**src/rtl/cpu_sequencer.sv**
```systemverilog
// Control sequencer for the 8-bit accumulator processor: steps fetch/decode/execute over the
// shared datapath and drives one-hot strobes combinationally from state, opcode and handshakes.
module cpu_sequencer #(
  parameter int unsigned WORD_W = 8,
  parameter int unsigned OP_W   = 3
) (
  input  logic            clock,
  input  logic            reset,
  input  logic [OP_W-1:0] op,
  input  logic            z_flag,
  input  logic            mem_ready,
  input  logic            run,
  input  logic            step,
  output logic            pc_to_bus,
  output logic            addr_to_bus,
  output logic            mdr_to_bus,
  output logic            acc_to_bus,
  output logic            sw_to_bus,
  output logic            load_pc,
  output logic            inc_pc,
  output logic            load_mar,
  output logic            load_mdr,
  output logic            load_ir,
  output logic            load_acc,
  output logic            load_out,
  output logic            cs,
  output logic            r_nw,
  output logic [1:0]      alu_op,
  output logic            halted,
  output logic            instr_done
);

  localparam logic [WORD_W-1:0] OpLoad  = WORD_W'(0);
  localparam logic [WORD_W-1:0] OpStore = WORD_W'(1);
  localparam logic [WORD_W-1:0] OpAdd   = WORD_W'(2);
  localparam logic [WORD_W-1:0] OpSub   = WORD_W'(3);
  localparam logic [WORD_W-1:0] OpBne   = WORD_W'(4);
  localparam logic [WORD_W-1:0] OpIn    = WORD_W'(5);
  localparam logic [WORD_W-1:0] OpOut   = WORD_W'(6);
  localparam logic [WORD_W-1:0] OpHalt  = WORD_W'(7);

  typedef enum logic [3:0] {
    StFetch,
    StIread,
    StDecode,
    StAddr,
    StDread,
    StExec,
    StDwrite,
    StPause,
    StHalt
  } state_e;

  state_e            state_q, state_d, state_next;
  logic [WORD_W-1:0] opcode;

  // Wider opcode fields decode anything above HALT as a NOP.
  assign opcode     = WORD_W'(op);
  assign state_next = run ? StFetch : StPause;

  always_ff @(posedge clock or posedge reset) begin
    if (reset) begin
      state_q <= StFetch;
    end else begin
      state_q <= state_d;
    end
  end

  always_comb begin
    state_d     = state_q;
    pc_to_bus   = 1'b0;
    addr_to_bus = 1'b0;
    mdr_to_bus  = 1'b0;
    acc_to_bus  = 1'b0;
    sw_to_bus   = 1'b0;
    load_pc     = 1'b0;
    inc_pc      = 1'b0;
    load_mar    = 1'b0;
    load_mdr    = 1'b0;
    load_ir     = 1'b0;
    load_acc    = 1'b0;
    load_out    = 1'b0;
    cs          = 1'b0;
    r_nw        = 1'b1;
    alu_op      = 2'b00;
    halted      = 1'b0;
    instr_done  = 1'b0;

    unique case (state_q)
      StFetch: begin
        pc_to_bus = 1'b1;
        load_mar  = 1'b1;
        inc_pc    = 1'b1;
        state_d   = StIread;
      end
      StIread: begin
        cs       = 1'b1;
        load_mdr = mem_ready;
        if (mem_ready) state_d = StDecode;
      end
      StDecode: begin
        mdr_to_bus = 1'b1;
        load_ir    = 1'b1;
        state_d    = StAddr;
      end
      StAddr: begin
        case (opcode)
          OpLoad, OpAdd, OpSub: begin
            addr_to_bus = 1'b1;
            load_mar    = 1'b1;
            state_d     = StDread;
          end
          OpStore: begin
            addr_to_bus = 1'b1;
            load_mar    = 1'b1;
            state_d     = StDwrite;
          end
          OpBne: begin
            addr_to_bus = !z_flag;
            load_pc     = !z_flag;
            instr_done  = 1'b1;
            state_d     = state_next;
          end
          OpIn: begin
            sw_to_bus  = 1'b1;
            load_acc   = 1'b1;
            instr_done = 1'b1;
            state_d    = state_next;
          end
          OpOut: begin
            acc_to_bus = 1'b1;
            load_out   = 1'b1;
            instr_done = 1'b1;
            state_d    = state_next;
          end
          OpHalt: state_d = StHalt;
          default: begin
            instr_done = 1'b1;
            state_d    = state_next;
          end
        endcase
      end
      StDread: begin
        cs       = 1'b1;
        load_mdr = mem_ready;
        if (mem_ready) state_d = StExec;
      end
      StExec: begin
        mdr_to_bus = 1'b1;
        load_acc   = 1'b1;
        if (opcode == OpAdd) begin
          alu_op = 2'b01;
        end else if (opcode == OpSub) begin
          alu_op = 2'b10;
        end
        instr_done = 1'b1;
        state_d    = state_next;
      end
      StDwrite: begin
        // Bus, select and direction stay put across wait states.
        acc_to_bus = 1'b1;
        cs         = 1'b1;
        r_nw       = 1'b0;
        if (mem_ready) begin
          instr_done = 1'b1;
          state_d    = state_next;
        end
      end
      StPause: begin
        if (run || step) state_d = StFetch;
      end
      StHalt: halted = 1'b1;
      default: state_d = StFetch;
    endcase

    // Reset kills every strobe immediately so an in-flight write cannot land.
    if (reset) begin
      pc_to_bus   = 1'b0;
      addr_to_bus = 1'b0;
      mdr_to_bus  = 1'b0;
      acc_to_bus  = 1'b0;
      sw_to_bus   = 1'b0;
      load_pc     = 1'b0;
      inc_pc      = 1'b0;
      load_mar    = 1'b0;
      load_mdr    = 1'b0;
      load_ir     = 1'b0;
      load_acc    = 1'b0;
      load_out    = 1'b0;
      cs          = 1'b0;
      r_nw        = 1'b1;
      alu_op      = 2'b00;
      halted      = 1'b0;
      instr_done  = 1'b0;
    end
  end

endmodule

```
**config.mk**
```make
export PLATFORM = sky130hd
export DESIGN_NAME = cpu_sequencer
export DESIGN_NICKNAME = d
export VERILOG_FILES = /design/src/rtl/cpu_sequencer.sv
export SDC_FILE = /design/constraint.sdc
export NUM_CORES = 1
export LEC_CHECK = 0
export ABC_AREA = 1
export CORE_MARGIN = 3
export CORE_UTILIZATION = 41
export CTS_BUF_LIST = sky130_fd_sc_hd__clkbuf_2
export CTS_CLUSTER_SIZE = 14
export DETAILED_ROUTE_END_ITERATION = 8
export PLACE_DENSITY = 0.78
export SYNTH_ARGS = -nofsm -noshare
export SYNTH_HDL_FRONTEND = slang
export SYNTH_SLANG_ARGS = --single-unit
```
**constraint.sdc**
```tcl
create_clock -name clock -period 1.7 [get_ports clock]
set_clock_uncertainty 0.1 [all_clocks]
set_input_delay 0.34 -clock clock [delete_from_list [all_inputs] [get_ports clock]]
set_output_delay 0.34 -clock clock [all_outputs]
set_load 0.02 [all_outputs]
```
==> metrics.csv, run 1 <==
stage,metric,value,unit
logic_synthesis,sequential share of the synthesized area,18.3,%
outcome,Log Error,"[ERROR DPL-0038] Utilization greater than 100%, impossible to legalize",
global_route,largest net degree at the start of global routing,8,
logic_synthesis,Synth Instances,94,
clock_network,H-tree depth,1,
placed_design,Place WS,-716,ps
logic_synthesis,Yosys warnings,0,
floorplan,I/O Pins,27,
placed_design,I/O Buffers,26,
logic_synthesis,Synth Register Bits,4,
clock_network,"Hold-fix buffers, CTS",0,
outcome,Failed at,global routing (5_1_grt),
clock_network,Root Driver,clkbuf_2,
floorplan,Die X,42.6,µm
logic_synthesis,Synth area leader,dfrtp_1,
logic_synthesis,Yosys top cell area share,18.3,%
placed_design,GP Congestion,0.907,
floorplan,Die Y,42.6,µm
clock_network,Max clock buf depth,2,
logic_synthesis,Synth area leaders,"dfrtp_1, nand2_1, nand3_1, nor2_1, nand2_2",
placed_design,Detail Placement HPWL,1650,µm
floorplan,Initial Util,46.2,%
floorplan,Row Count,12,
timing,GR repair worst EP,instr_done,
logic_synthesis,Synth cell types,23,
logic_synthesis,Syn Nets,103,
clock_network,clock sinks,4,
logic_synthesis,synthesized area,548,µm²
placed_design,placed cell count,153,
timing,Worst EP Category,output port,
clock_network,Inserted Clock Buffers,3,
logic_synthesis,mean post-synth cell area,5.83,µm²
outcome,status,did not finish,
Yosys cell counts:
cell / instances
a211oi_1: 1
a21oi_1: 1
a21oi_2: 1
buf_4: 1
clkbuf_1: 1
dfrtp_1: 4
inv_1: 10
inv_2: 2
nand2_1: 23
nand2_2: 7
nand3_1: 11
nand3_2: 3
nand3b_1: 1
nor2_1: 14
nor2_2: 2
nor2_4: 2
nor3_1: 2
o211ai_1: 1
o21ai_0: 2
o21ai_1: 1
o21ai_2: 1
o22ai_1: 2
or2_2: 1
per-stage QoR:
stage | TNS (ps) | area (µm²) | utilization (%)
3_3_place_gp | -9520 | 976 | 82.3
4_1_cts | -1000 | 1090 | 91.6
3_5_place_dp | -9870 | 976 | 82.3
2_1_floorplan | -204 | 552 | -
cell families after synthesis:
group | count (synthesis) | synth area share, %
AND/OR/NAND/NOR | 66 | 59.6
AO/OA/AOI/OAI | 10 | 11.9
buffers and inverters | 14 | 10.3
flip-flops | 4 | 18.3
repair_timing:
action	4_1_cts
setup buffers	9
pin swaps	7
endpoints found under the setup margin	18
gates resized for setup	119
==> run 2, diff against run 1 <==
CORE_AREA = 3 3 64 66   (was default)
CORE_MARGIN = default   (was 3)
CORE_UTILIZATION = default   (was 41)
CTS_BUF_LIST = default   (was sky130_fd_sc_hd__clkbuf_2)
CTS_CLUSTER_SIZE = default   (was 14)
DIE_AREA = 0 0 67 69   (was default)
PLACE_DENSITY = default   (was 0.78)
PLACE_DENSITY_LB_ADDON = 0.15   (was default)
==> run 2 against run 1 <==
Against the previous run:
- synthesized area unchanged
- the flow now finishes, with violations (setup timing)
- synthesized cell count unchanged
==> metrics.csv, run 2 <==
stage,metric,value,unit
worst_setup_path,CP Class,reg2out,
logic_synthesis,"Async S/R FF share, synth",100,%
logic_synthesis,top-count cell post-synth,nand2_1,
power_and_ir_drop,Clk network pwr share,54.1,%
power_and_ir_drop,Reg power frac,25.2,%
timing,Fin. Hold Viols,0,
global_route,vias in the first global route,845,
detailed_routing,DRT Pass-1 Iters,4,
final_layout,Fill cells,396,
floorplan,I/O Pins,27,
floorplan,total core area,3630,µm²
final_layout,P&R area growth vs syn,141,%
logic_synthesis,number of synthesized flops with an enable pin,0,
clock_network,"Clk Latency, worst-skew pair",220,ps
detailed_routing,antenna-violating nets left,0,
detailed_routing,Via Count,826,
timing,Setup Viol. Count Final,20,
clock_network,H-tree depth,1,
global_route,grt total ovfl,0,
final_layout,Final #Nets,166,
placed_design,I/O Buffers,26,
worst_setup_path,critical path required time,1260,ps
floorplan,die footprint,4620,µm²
clock_network,Root Driver,clkbuf_8,
worst_setup_path,Worst EP arrival,1390,ps
final_layout,fraction of layout cells with a size suffix above 1,66.5,%
floorplan,Row Count,22,
detailed_routing,WL/cell,11.1,µm
logic_synthesis,Synth Register Bits,4,
placed_design,Detail Placement HPWL,1750,µm
global_route,first-pass GRT wire length,3790,µm
timing,min Tclk post-route,1830,ps
clock_network,clk slew on worst S/H paths,30,ps
final_layout,max FFs per register,4,
final_layout,"commonest non-fill, non-tap cell in the layout",buf_4,
final_layout,Top reg by flops,state_q,
power_and_ir_drop,Leak,0.677,nW
floorplan,Initial Util,15.1,%
timing,RSZ-0062 raised after global routing,true,
placed_design,GP Congestion,0.791,
final_layout,Register Area,104,µm²
timing,Slew headroom,83.1,%
clock_network,Inserted Clock Buffers,3,
outcome,status,finished with violations,
timing,Slew Limit Fails,0,
detailed_routing,Avg Vias per Cell,4.07,
logic_synthesis,Synth area leaders,"dfrtp_1, nand2_1, nand3_1, nor2_1, nand2_2",
power_and_ir_drop,Worst VDD drop,0.108,mV
detailed_routing,routed wire length,2250,µm
final_layout,antenna cells,0,
logic_synthesis,Post-synth top cells,"nand2_1, nor2_1, nand3_1, inv_1, nand2_2",
global_route,initial antenna violation count,0,
timing,Final Cycle Share,108,%
logic_synthesis,Synth Instances,94,
floorplan,Die Y,69,µm
final_layout,largest registers,state_q x4,
min_path,Worst Hold Class,in2async,
timing,Setup WS post-layout,-133,ps
final_layout,multi-input combinational cell area,553,µm²
logic_synthesis,Syn Nets,103,
logic_synthesis,Yosys warnings,0,
logic_synthesis,ys flop type,dfrtp_1,
logic_synthesis,Yosys top cell area share,18.3,%
clock_network,clock sinks,4,
logic_synthesis,mean post-synth cell area,5.83,µm²
outcome,failing checks,setup timing,
clock_network,CTS tree,yes,
timing,Fmax,546,MHz
worst_setup_path,type of origin of the critical path,register,
logic_synthesis,synthesized area,548,µm²
global_route,GRT Overall Usage,10.4,%
placed_design,placed inst area,1030,µm²
timing,final setup TNS,-1350,ps
final_layout,Post-Route Utilization,36.3,%
logic_synthesis,Synth cell types,23,
logic_synthesis,sequential share of the synthesized area,18.3,%
final_layout,most frequent cells in the layout,"buf_4, nand2_1, buf_6",
detailed_routing,DRC errors left,0,
detailed_routing,1st-iter DRT viols,44,
final_layout,"Design Area, Final",1320,µm²
power_and_ir_drop,Net Sw Frac,25.0,%
worst_setup_path,CP max FO,5,
global_route,largest net degree at the start of global routing,8,
power_and_ir_drop,switching pwr,0.0950,mW
flow_run,Max-cap violations,0,
clock_network,Max clock buf depth,2,
timing,Worst-Margin Slew,254,ps
placed_design,Place WS,-733,ps
logic_synthesis,Synth area leader,dfrtp_1,
power_and_ir_drop,pwr dens,289,nW/µm²
worst_setup_path,Worst setup EP type,output port,
power_and_ir_drop,Comb pwr share,20.7,%
power_and_ir_drop,P_int,0.286,mW
floorplan,Die X,67,µm
## run 2: layout make-up
class                           instances  share of cell area (%)
Tap cell                               48                    4.55
Sequential cell                         4                    7.87
Multi-Input combinational cell         76                    41.9
Timing Repair Buffer                   60                    39.1
Clock buffer                            3                    3.13
Inverter                               12                    3.42
## run 2: final timing paths
check / from / endpoint / slack [ps] / cells past startpoint
max: state_q[2] / load_mdr / -130 / 8
min: reset / state_q[2] / 330 / 4
max reg2reg: state_q[2] / state_q[0] / -40 / 13
min reg2reg: state_q[1] / state_q[1] / 500 / 2
max in group asynchronous: reset / state_q[0] / 1060 / 4
min in group clock: state_q[1] / state_q[1] / 500 / 2
## run 2: repair_timing
action                     CTS  global route
pin swaps                   11            11
resized for setup          130            22
hold endpoints to repair     0             0
hold buffers                 0             0
setup buffers                8             4
setup endpoints to repair   18            21
## run 2: per-layer routing
layer  GRT usage (%)  share of wire [%]  wire [µm]  vias to the layer above
li1                -                  -          -                      427
met1            13.1                 43        977                      378
met2            16.9                 52       1170                       16
met3            1.30                2.7         61                        5
met4            5.41                2.0         46                        0
met5               0                  0          0                        -
## run 2: worst max-delay path, cell delays in order, from the launching register on
cell and delay [ps]:
dfrtp_1 340, inv_2 50, buf_6 110, nor2_4 170, nand2_1 110, nand2_1 80, nand2_1 60, nor2_1 90
buf_4 150
## run 2: logic make-up (layout without fill, tap and decap cells)
| family | count (synthesis) | count (layout) | synth area share (%) |
|---|---|---|---|
| buffers and inverters | 14 | 75 | 10.3 |
| AOI/OAI and AO/OA | 10 | 10 | 11.9 |
| and+or+nand+nor | 66 | 66 | 59.6 |
| DFF | 4 | 4 | 18.3 |
## run 2: through the flow
step,power (mW),cells,hold slack [ps]
after detailed placement,0.168,189,495
final,0.381,203,329
after global placement,0.168,189,494
after CTS,0.382,200,331
after global routing,0.399,203,346
after floorplan,0.119,94,238
## run 2: power groups by stage
stage	combinational (mW)	clock, mW	sequential, mW
after floorplan	0.0225	0	0.0969
after global placement	0.0707	0	0.0969
after detailed placement	0.0707	0	0.0969
after CTS	0.0744	0.211	0.0958
after global routing	0.0854	0.217	0.0958
final	0.0789	0.206	0.0958
Note: power is estimated with default switching activity, not from simulation.
==> run 3, diff against run 2 <==
CAP_MARGIN = 20   (was default)
SKIP_CTS_REPAIR_TIMING = 1   (was default)
==> run 3 against run 2 <==
Against the previous run:
- the run still ends with setup timing left
- hold slack lost 72 ps
- via count shrank 3.1%
- power increased by 0.55%
- highest routed layer unchanged
- non-clock buffer count down 4
- setup slack lost 16 ps
==> metrics.csv, run 3 (synthesized netlist as in run 2, its figures left out) <==
stage,metric,value,unit
outcome,status,finished with violations,
outcome,failing checks,setup timing,
clock_network,"Clk Latency, worst-skew pair",220,ps
clock_network,Max clock buf depth,2,
detailed_routing,1st-iter DRT viols,32,
detailed_routing,Via Count,800,
timing,Final Cycle Share,109,%
power_and_ir_drop,Net Sw Frac,24.7,%
worst_setup_path,CP max FO,5,
power_and_ir_drop,Comb pwr share,21.2,%
timing,Fmax,541,MHz
global_route,GRT Overall Usage,9.78,%
worst_setup_path,Reg2Reg Setup Slack,130,ps
timing,final setup TNS,-1470,ps
placed_design,placed cell count,189,
detailed_routing,WL/cell,11.2,µm
worst_setup_path,Worst EP arrival,1410,ps
floorplan,I/O Pins,27,
placed_design,I/O Buffers,26,
global_route,first-pass GRT wire length,3530,µm
worst_setup_path,type of origin of the critical path,register,
global_route,grt total ovfl,0,
power_and_ir_drop,Clk network pwr share,53.8,%
floorplan,Die X,67,µm
clock_network,clock sinks,4,
timing,Fin. Hold Viols,0,
placed_design,GP Congestion,0.791,
worst_setup_path,CP Class,reg2out,
worst_setup_path,Worst setup EP type,output port,
power_and_ir_drop,P_int,0.288,mW
global_route,largest net degree at the start of global routing,8,
power_and_ir_drop,Leak,0.638,nW
final_layout,fraction of layout cells with a size suffix above 1,62.3,%
worst_setup_path,RR Endpoint,state_q[1],
worst_setup_path,Reg2Reg Depth,9,
floorplan,Initial Util,15.1,%
flow_run,Max-cap violations,0,
clock_network,H-tree depth,1,
detailed_routing,routed wire length,2220,µm
timing,Slew Limit Fails,0,
worst_setup_path,critical path required time,1260,ps
min_path,Worst Hold Class,in2async,
timing,Setup WS post-layout,-150,ps
final_layout,largest registers,state_q x4,
final_layout,Top reg by flops,state_q,
clock_network,Inserted Clock Buffers,3,
detailed_routing,DRC errors left,0,
final_layout,Post-Route Utilization,34.9,%
worst_setup_path,FF-to-FF Start,state_q[1],
power_and_ir_drop,Power Total,0.383,mW
timing,Setup Viol. Count Final,17,
power_and_ir_drop,pwr dens,302,nW/µm²
final_layout,P&R area growth vs syn,132,%
final_layout,max FFs per register,4,
final_layout,antenna cells,0,
timing,min Tclk post-route,1850,ps
detailed_routing,Avg Vias per Cell,4.02,
detailed_routing,DRT Pass-1 Iters,4,
clock_network,CTS tree,yes,
worst_setup_path,crit path to,instr_done,
floorplan,Row Count,22,
final_layout,fin cells,199,
power_and_ir_drop,switching pwr,0.0947,mW
power_and_ir_drop,Reg power frac,25.0,%
final_layout,Final #Nets,162,
detailed_routing,antenna-violating nets left,0,
power_and_ir_drop,Worst VDD drop,0.110,mV
global_route,vias in the first global route,782,
timing,hold slack,256,ps
clock_network,Root Driver,clkbuf_8,
final_layout,most frequent cells in the layout,"buf_4, nand2_1, nand2_2, buf_6",
floorplan,die footprint,4620,µm²
final_layout,"commonest non-fill, non-tap cell in the layout",buf_4,
global_route,initial antenna violation count,0,
worst_setup_path,crit path launch,state_q[1],
timing,Worst-Margin Slew,257,ps
clock_network,clk slew on worst S/H paths,30,ps
floorplan,total core area,3630,µm²
timing,Slew headroom,82.8,%
placed_design,Detail Placement HPWL,1750,µm
floorplan,Die Y,69,µm
timing,RSZ-0062 raised after global routing,true,
run 3: cell types whose count changed in the layout (fill, tap and decap cells not counted), moves of 4 or more:
cell | before | now
buf_6 | 14 | 10
dlygate4sd2_1 | 4 | 0
dlymetal6s2s_1 | 0 | 4
nand3_2 | 6 | 2
run 3: stage by stage:
stage	area [µm²]	setup slack, ps
after global placement	1030	-696
final	1270	-150
after CTS	1070	-734
after detailed placement	1030	-733
after floorplan	552	-87.8
after global routing	1270	-238
run 3: worst min-delay path by stage:
stage | to | cells past startpoint | startpoint
3_5_place_dp | state_q[1] | 2 | state_q[1]
6_report | state_q[2] | 4 | reset
4_1_cts | state_q[1] | 2 | state_q[1]
2_1_floorplan | state_q[0] | 2 | reset
3_3_place_gp | state_q[1] | 2 | state_q[1]
5_1_grt | state_q[2] | 4 | reset
run 3: power groups by stage:
stage | Sequential, mW | Clock, mW | Combinational [mW]
finish | 0.0958 | 0.206 | 0.0812
global route | 0.0958 | 0.217 | 0.0875
CTS | 0.0959 | 0.211 | 0.0709
detailed placement | 0.0969 | 0 | 0.0707
global placement | 0.0969 | 0 | 0.0707
floorplan | 0.0969 | 0 | 0.0225
run 3: layer usage:
| layer | global-route usage (%) | wire length (µm) |
|---|---|---|
| met1 | 12.9 | 949 |
| met2 | 15.1 | 1160 |
| met3 | 1.14 | 63 |
| met4 | 5.41 | 49 |
| met5 | 0 | 0 |
run 3: area by class of cell:
cell class	instances	area, µm²
multi-input cells	76	531
flip-flops and latches	4	104
well taps	48	60.1
repair buffers	56	488
inverters	12	45.0
clock buffers	3	41.3
fillers	396	2360
run 3: critical path: stages (launching register included):
cell      delay (ps)
dfrtp_2          440
inv_1            100
nor2_4           140
nand2_1           90
o211ai_1         170
nand2_1           70
inv_1             60
buf_6            110
